[src/rtl/merge_run_sequencer_pkg.sv]
// ---------------------------------------------------------------------------
// merge_pkg
// Shared constants and types for the merge-sort run sequencer.
//   DATA_W_DEF   : default item width
//   CNT_W_DEF    : default width of run-length / element / run counters
//   SENTINEL_DEF : all-ones key shown to the merger for an exhausted side
//   state_t      : sequencer FSM states
// ---------------------------------------------------------------------------
package merge_pkg;

   localparam int DATA_W_DEF = 32;
   localparam int CNT_W_DEF  = 16;

   localparam logic [DATA_W_DEF-1:0] SENTINEL_DEF = '1;

   typedef enum logic [1:0] {
      IDLE  = 2'd0,
      MERGE = 2'd1,
      NEXT  = 2'd2,
      DONE  = 2'd3
   } state_t;

endpackage

[src/rtl/merge_run_sequencer_side_gate.sv]
// ---------------------------------------------------------------------------
// run_side_gate
// Gates one input FIFO towards one merger input so that exactly run_len
// elements of the current run are handed over, then shows SENTINEL (while
// the other side is still active) or empty (when both sides are done).
//
// Handshake: fifo_item/fifo_empty form a first-word fall-through head; an
// element moves when mrg_read is high on a clock edge while mrg_empty is low.
// fifo_read is a combinational copy of mrg_read for the active side only.
//
// Ports:
//   clk, rst_n      clock, synchronous active-low reset
//   run_len         elements per run on this side
//   clear           zero the element counter (new run pair)
//   enable          sequencer is in MERGE
//   other_active    the opposite side still has elements left in this run
//   fifo_item/empty FIFO head;  fifo_read  pop strobe to the FIFO
//   mrg_item/empty  view presented to the merger;  mrg_read  merger strobe
//   active          this side still has elements left in this run
//   err             protocol violation seen this cycle
// ---------------------------------------------------------------------------
module run_side_gate
   import merge_pkg::*;
#(
   parameter int                 DATA_W   = DATA_W_DEF,
   parameter int                 CNT_W    = CNT_W_DEF,
   parameter logic [DATA_W-1:0]  SENTINEL = '1
) (
   input  logic              clk,
   input  logic              rst_n,
   input  logic [CNT_W-1:0]  run_len,
   input  logic              clear,
   input  logic              enable,
   input  logic              other_active,
   input  logic [DATA_W-1:0] fifo_item,
   input  logic              fifo_empty,
   output logic              fifo_read,
   output logic [DATA_W-1:0] mrg_item,
   output logic              mrg_empty,
   input  logic              mrg_read,
   output logic              active,
   output logic              err
);

   logic [CNT_W-1:0] cnt;

   assign active = (cnt < run_len);

   always_ff @(posedge clk) begin
      if (!rst_n) begin
         cnt <= '0;
      end else if (clear) begin
         cnt <= '0;
      end else if (enable && active && mrg_read) begin
         cnt <= cnt + CNT_W'(1);
      end
   end

   always_comb begin
      mrg_item  = '0;
      mrg_empty = 1'b1;
      fifo_read = 1'b0;
      if (enable) begin
         if (active) begin
            mrg_item  = fifo_item;
            mrg_empty = fifo_empty;
            fifo_read = mrg_read;
         end else if (other_active) begin
            // Exhausted side looks like an endless supply of "infinity" so
            // the merger keeps draining the other side of the pair.
            mrg_item  = SENTINEL;
            mrg_empty = 1'b0;
         end
      end
   end

   // Reading an empty view covers the active-side read-while-FIFO-empty case
   // too, since the active view passes the FIFO empty flag straight through.
   assign err = mrg_read && (mrg_empty || (enable && active && fifo_empty));

endmodule

[src/rtl/merge_run_sequencer.sv]
// ---------------------------------------------------------------------------
// merge_run_sequencer
// Run-boundary controller between two input FIFOs and a two-way merger.
// Each FIFO carries back-to-back sorted runs of run_len elements; the
// sequencer lets the merger see exactly one run pair at a time, counts the
// merger's output writes to detect pair completion, steps through num_runs
// pairs and pulses o_done.
//
// Ports:
//   i_clk, i_rst_n                     clock, synchronous active-low reset
//   i_start, i_run_len, i_num_runs     job start (honoured in IDLE only)
//   i_fifo_k_item/empty, o_fifo_k_read FIFO k head and pop strobe
//   o_mrg_k_item/empty, i_mrg_k_read   merger side k view and read strobe
//   i_mrg_out_write                    merger output-write strobe (observed)
//   o_busy                             in MERGE or NEXT
//   o_done                             one-cycle completion pulse
//   o_run_idx                          current run pair index
//   o_err                              sticky protocol error
// ---------------------------------------------------------------------------
module merge_run_sequencer
   import merge_pkg::*;
#(
   parameter int                 DATA_W   = DATA_W_DEF,
   parameter int                 CNT_W    = CNT_W_DEF,
   parameter logic [DATA_W-1:0]  SENTINEL = {DATA_W{1'b1}}
) (
   input  logic              i_clk,
   input  logic              i_rst_n,
   input  logic              i_start,
   input  logic [CNT_W-1:0]  i_run_len,
   input  logic [CNT_W-1:0]  i_num_runs,
   input  logic [DATA_W-1:0] i_fifo_1_item,
   input  logic              i_fifo_1_empty,
   output logic              o_fifo_1_read,
   input  logic [DATA_W-1:0] i_fifo_2_item,
   input  logic              i_fifo_2_empty,
   output logic              o_fifo_2_read,
   output logic [DATA_W-1:0] o_mrg_1_item,
   output logic              o_mrg_1_empty,
   input  logic              i_mrg_1_read,
   output logic [DATA_W-1:0] o_mrg_2_item,
   output logic              o_mrg_2_empty,
   input  logic              i_mrg_2_read,
   input  logic              i_mrg_out_write,
   output logic              o_busy,
   output logic              o_done,
   output logic [CNT_W-1:0]  o_run_idx,
   output logic              o_err
);

   state_t           state, state_nxt;
   logic [CNT_W-1:0] run_len_q, num_runs_q, run_idx;
   logic [CNT_W:0]   out_cnt, out_cnt_inc, pair_total;
   logic             start_ok, in_merge, in_next, clear_cnt;
   logic             pair_end, last_pair;
   logic             act_1, act_2, err_1, err_2, err_set;

   assign start_ok    = (state == IDLE) && i_start;
   assign in_merge    = (state == MERGE);
   assign in_next     = (state == NEXT);
   assign clear_cnt   = start_ok || in_next;

   // A pair is complete once the merger has written both runs: 2*run_len.
   assign out_cnt_inc = out_cnt + (CNT_W+1)'(1);
   assign pair_total  = {run_len_q, 1'b0};
   assign pair_end    = in_merge && i_mrg_out_write && (out_cnt_inc == pair_total);
   assign last_pair   = (run_idx == (num_runs_q - CNT_W'(1)));

   assign err_set     = err_1 || err_2 || (i_mrg_out_write && !in_merge);

   // ---------------- FSM ----------------
   always_ff @(posedge i_clk) begin
      if (!i_rst_n) begin
         state <= IDLE;
      end else begin
         state <= state_nxt;
      end
   end

   always_comb begin
      state_nxt = state;
      o_busy    = 1'b0;
      o_done    = 1'b0;
      case (state)
         IDLE: begin
            if (i_start) begin
               state_nxt = ((i_run_len == '0) || (i_num_runs == '0)) ? DONE : MERGE;
            end
         end
         MERGE: begin
            o_busy = 1'b1;
            if (pair_end) begin
               state_nxt = last_pair ? DONE : NEXT;
            end
         end
         NEXT: begin
            o_busy    = 1'b1;
            state_nxt = MERGE;
         end
         DONE: begin
            o_done    = 1'b1;
            state_nxt = IDLE;
         end
         default: state_nxt = IDLE;
      endcase
   end

   // ---------------- datapath ----------------
   always_ff @(posedge i_clk) begin
      if (!i_rst_n) begin
         run_len_q  <= '0;
         num_runs_q <= '0;
         out_cnt    <= '0;
         run_idx    <= '0;
         o_err      <= 1'b0;
      end else begin
         if (start_ok) begin
            run_len_q  <= i_run_len;
            num_runs_q <= i_num_runs;
         end

         if (clear_cnt) begin
            out_cnt <= '0;
         end else if (in_merge && i_mrg_out_write) begin
            out_cnt <= out_cnt_inc;
         end

         if (start_ok) begin
            run_idx <= '0;
         end else if (in_next) begin
            run_idx <= run_idx + CNT_W'(1);
         end

         if (start_ok) begin
            o_err <= 1'b0;
         end else if (err_set) begin
            o_err <= 1'b1;
         end
      end
   end

   assign o_run_idx = run_idx;

   // ---------------- side gates ----------------
   run_side_gate #(.DATA_W(DATA_W), .CNT_W(CNT_W), .SENTINEL(SENTINEL)) u_side_1 (
      .clk          (i_clk),
      .rst_n        (i_rst_n),
      .run_len      (run_len_q),
      .clear        (clear_cnt),
      .enable       (in_merge),
      .other_active (act_2),
      .fifo_item    (i_fifo_1_item),
      .fifo_empty   (i_fifo_1_empty),
      .fifo_read    (o_fifo_1_read),
      .mrg_item     (o_mrg_1_item),
      .mrg_empty    (o_mrg_1_empty),
      .mrg_read     (i_mrg_1_read),
      .active       (act_1),
      .err          (err_1)
   );

   run_side_gate #(.DATA_W(DATA_W), .CNT_W(CNT_W), .SENTINEL(SENTINEL)) u_side_2 (
      .clk          (i_clk),
      .rst_n        (i_rst_n),
      .run_len      (run_len_q),
      .clear        (clear_cnt),
      .enable       (in_merge),
      .other_active (act_1),
      .fifo_item    (i_fifo_2_item),
      .fifo_empty   (i_fifo_2_empty),
      .fifo_read    (o_fifo_2_read),
      .mrg_item     (o_mrg_2_item),
      .mrg_empty    (o_mrg_2_empty),
      .mrg_read     (i_mrg_2_read),
      .active       (act_2),
      .err          (err_2)
   );

endmodule

[config.mk]
export PLATFORM = sky130hd
export DESIGN_NAME = merge_run_sequencer
export DESIGN_NICKNAME = d
export VERILOG_FILES = /design/src/rtl/merge_run_sequencer_pkg.sv /design/src/rtl/merge_run_sequencer_side_gate.sv /design/src/rtl/merge_run_sequencer.sv
export SDC_FILE = /design/constraint.sdc
export NUM_CORES = 1
export LEC_CHECK = 0
export ABC_CLOCK_PERIOD_IN_PS = 5070
export CORE_MARGIN = 2
export CORE_UTILIZATION = 52
export DETAILED_ROUTE_END_ITERATION = 6
export PLACE_DENSITY = 0.89
export SLEW_MARGIN = 15
export SYNTH_ARGS = -nofsm -noshare
export SYNTH_HDL_FRONTEND = slang
export SYNTH_SLANG_ARGS = --single-unit
[constraint.sdc]
create_clock -name i_clk -period 5.07 [get_ports i_clk]
set_input_delay 1.014 -clock i_clk [delete_from_list [all_inputs] [get_ports i_clk]]
set_output_delay 1.014 -clock i_clk [all_outputs]
set_load 0.01 [all_outputs]
==> flow_summary_export.csv <==
group,metric,value,unit
outcome,outcome,"finished, final reports clean",
run,cap_violations,0,
detailed_routing,antenna_left,0,
sta,max_freq,0.224,GHz
placed_design,gp_congestion,0.954,
cts,cts_resized,0,
sta,fin_crit,4.47,ns
cts,numCtsBuffers,9,
global_routing,grt_pass1_vias,6432,
detailed_routing,post-route-drc-count,0,
setup_path,cp_max_fo,64,
sta,setup-tns-final,0,ns
floorplan,io_pins,191,
cts,clock_latency,0.34,ns
synthesis,synth-edff-count,0,
min_path,whs_path_depth,2,
setup_path,r2r-start,"run_len_q[9]",
detailed_routing,routed_wl,19.7,mm
floorplan,die_h,117,um
sta,setup_slack,0.601,ns
global_routing,grtUsageTotal,0.294,
floorplan,die_area,13600,um2
setup_path,worstSetupStartpoint,"run_len_q[5]",
floorplan,row_count,41,
power,p_clk_frac,0.207,
power,cellInternalPower,0.00211,W
detailed_routing,drt_iter0_markers,531,
sta,skew,0.00425,ns
floorplan,die_w,117,um
min_path,worstHoldStart,"run_len_q[4]",
placed_design,dp_slack,1.01,ns
cts,cts_tree,"built",
global_routing,grt-ovfl-total,0,
setup_path,crit_arrival,3.46,ns
placed_design,portBuffers,190,
sta,hold_violations,0,
power,combinationalPowerShare,0.517,
sta,setup_violations,0,
global_routing,grt_max_degree,65,
setup_path,worstPathRequired,4.06,ns
power,pwr-share-seq,0.276,
setup_path,crit_path_start_kind,"flip-flop",
final_layout,fin_nets,1144,
setup_path,crit_path_end_kind,"primary output",
synthesis,ys_seq_area_frac,0.303,
sta,slew_viol_final,0,
synthesis,synth_top_area_share,0.303,
synthesis,synth_fp_nets,988,
final_layout,area_growth,34.0,%
cts,clock_path_buffers,2,
final_layout,drive_above_1_share,0.0299,
cts,cts_hold_buffers,0,
synthesis,synthTopCellsByArea,"dfxtp_1, ha_1, o21a_1",
detailed_routing,vias_per_cell,5.67,
power,p_switching,0.00130,W
setup_path,rr_worst_depth,11,
synthesis,synth-seq-cells,100,
synthesis,synth_area,6620,um2
synthesis,yosys.area.top_type,"dfxtp_1",
setup_path,path_class,"reg -> out",
placed_design,dpl.cell_count,1161,
cts,cts_max_level,3,
synthesis,synth.distinct_cells,57,
global_routing,grt_pass1_wl,31.8,mm
cts,root_buffer,"clkbuf_16",
placed_design,dp_hpwl,14.6,mm
sta,period_share,0.882,
floorplan,start_util,0.529,
sta,timing_worst_slew_pin_value,0.991,ns
power,power_density,384,nW/um2
final_layout,fin_cells,1176,
synthesis,syn-instance-count,844,
sta,slew_headroom,0.338,
detailed_routing,wire_per_inst,16.8,um
min_path,hold_class,"reg -> reg",
detailed_routing,vias,6672,
floorplan,core-area,12500,um2
cts,path_clk_slew,0.06,ns
cts,postCtsSetupRepairBufs,0,
synthesis,synth_most_common_cell,"nand2_1",
global_routing,antenna_found_initial,0,
synthesis,ys_warn_count,0,
synthesis,netlist_top_cells_count,"nand2_1, dfxtp_1, a21oi_1, nor2_1, o21a_1",
final_layout,utilization,0.708,
power,peakVddDrop,0.218,mV
synthesis,synth.avg_cell_area,7.84,um2
synthesis,async_flop_share,0,
sta,rsz0062_at_grt,"false",
synthesis,synth_ff_type,"dfxtp_1",
power,leakagePower,3.20,nW
final_layout,insertedDiodeCount,0,
power,switching_share,0.380,
cts,cts_num_sinks,100,
detailed_routing,drt-pass1-iter-count,5,
==> critical path, cell delays in order, from the launching register on <==
cell and delay, ns:
dfxtp_1 0.45, inv_1 0.12, ha_1 0.35, a21o_1 0.16
a31oi_1 0.14, o21ai_0 0.19, a21o_1 0.24, a21oi_4 0.14
buf_4 0.51, o21a_1 0.22, clkdlybuf4s50_1 0.56
==> final cells by class <==
class / instances / area (um2)
clock buffers: 14 / 274
clock inverters: 1 / 30.0
multi-input cells: 660 / 4270
repair buffers: 197 / 1950
well taps: 172 / 215
inverters: 32 / 120
fillers: 1026 / 3650
flip-flops and latches: 100 / 2000
==> power groups by stage <==
| stage | combinational [W] | clock [W] | sequential, W |
|---|---|---|---|
| after floorplan | 0.00103 | 0 | 0.000926 |
| after global placement | 0.00171 | 0 | 0.000951 |
| after detailed placement | 0.00174 | 0 | 0.000952 |
| after CTS | 0.00176 | 0.000712 | 0.000936 |
| after global routing | 0.00191 | 0.000746 | 0.000944 |
| final | 0.00176 | 0.000706 | 0.000939 |
==> layout by cell type, fill, tap and decap left out, drive strengths merged, types with 32 or more instances in the layout <==
cell type	instances
ha	40
xnor2	48
clkdlybuf4s50	190
a21oi	64
nor2	64
dfxtp	100
o21a	64
inv	32
xor2	41
nand2	108
==> kinds of logic after synthesis <==
logic type,after synthesis,synth area share
simple gates,325,0.244
compound gates,203,0.201
flops,100,0.303
xor+xnor,89,0.118
buf+inv,84,0.0548
fa+ha+maj,40,0.0756
mux,3,0.00454
==> registers in the layout, indices dropped and copies added, names as in the netlist <==
name	flops
run_len_q	16
state	2
o_err	1
u_side_2.cnt	16
num_runs_q	16
u_side_1.cnt	16
o_run_idx	16
out_cnt	17
==> routing by layer <==
| layer | up-vias | wire length [um] | global-route usage |
|---|---|---|---|
| li1 | 3285 | - | - |
| met1 | 3079 | 8390 | 0.365 |
| met2 | 258 | 9400 | 0.504 |
| met3 | 50 | 1510 | 0.0654 |
| met4 | 0 | 442 | 0.103 |
| met5 | - | 0 | 0 |
==> path summary, 6_finish.rpt <==
| check | end | slack, ns |
|---|---|---|
| max | o_mrg_2_item[20] | 0.60 |
| min | run_len_q[4] | 0.46 |
| max reg2reg | u_side_2.cnt[10] | 2.00 |
| min reg2reg | run_len_q[4] | 0.46 |
==> metrics by stage <==
step	hold slack (ns)	area (um2)	power, W
3_3_place_gp	0.446	8560	0.00266
3_5_place_dp	0.449	8560	0.00270
2_1_floorplan	0.436	6620	0.00196
6_report	0.456	8870	0.00341
4_1_cts	0.458	8870	0.00341
5_1_grt	0.475	8870	0.00360
(Power assumes the default switching activity.)
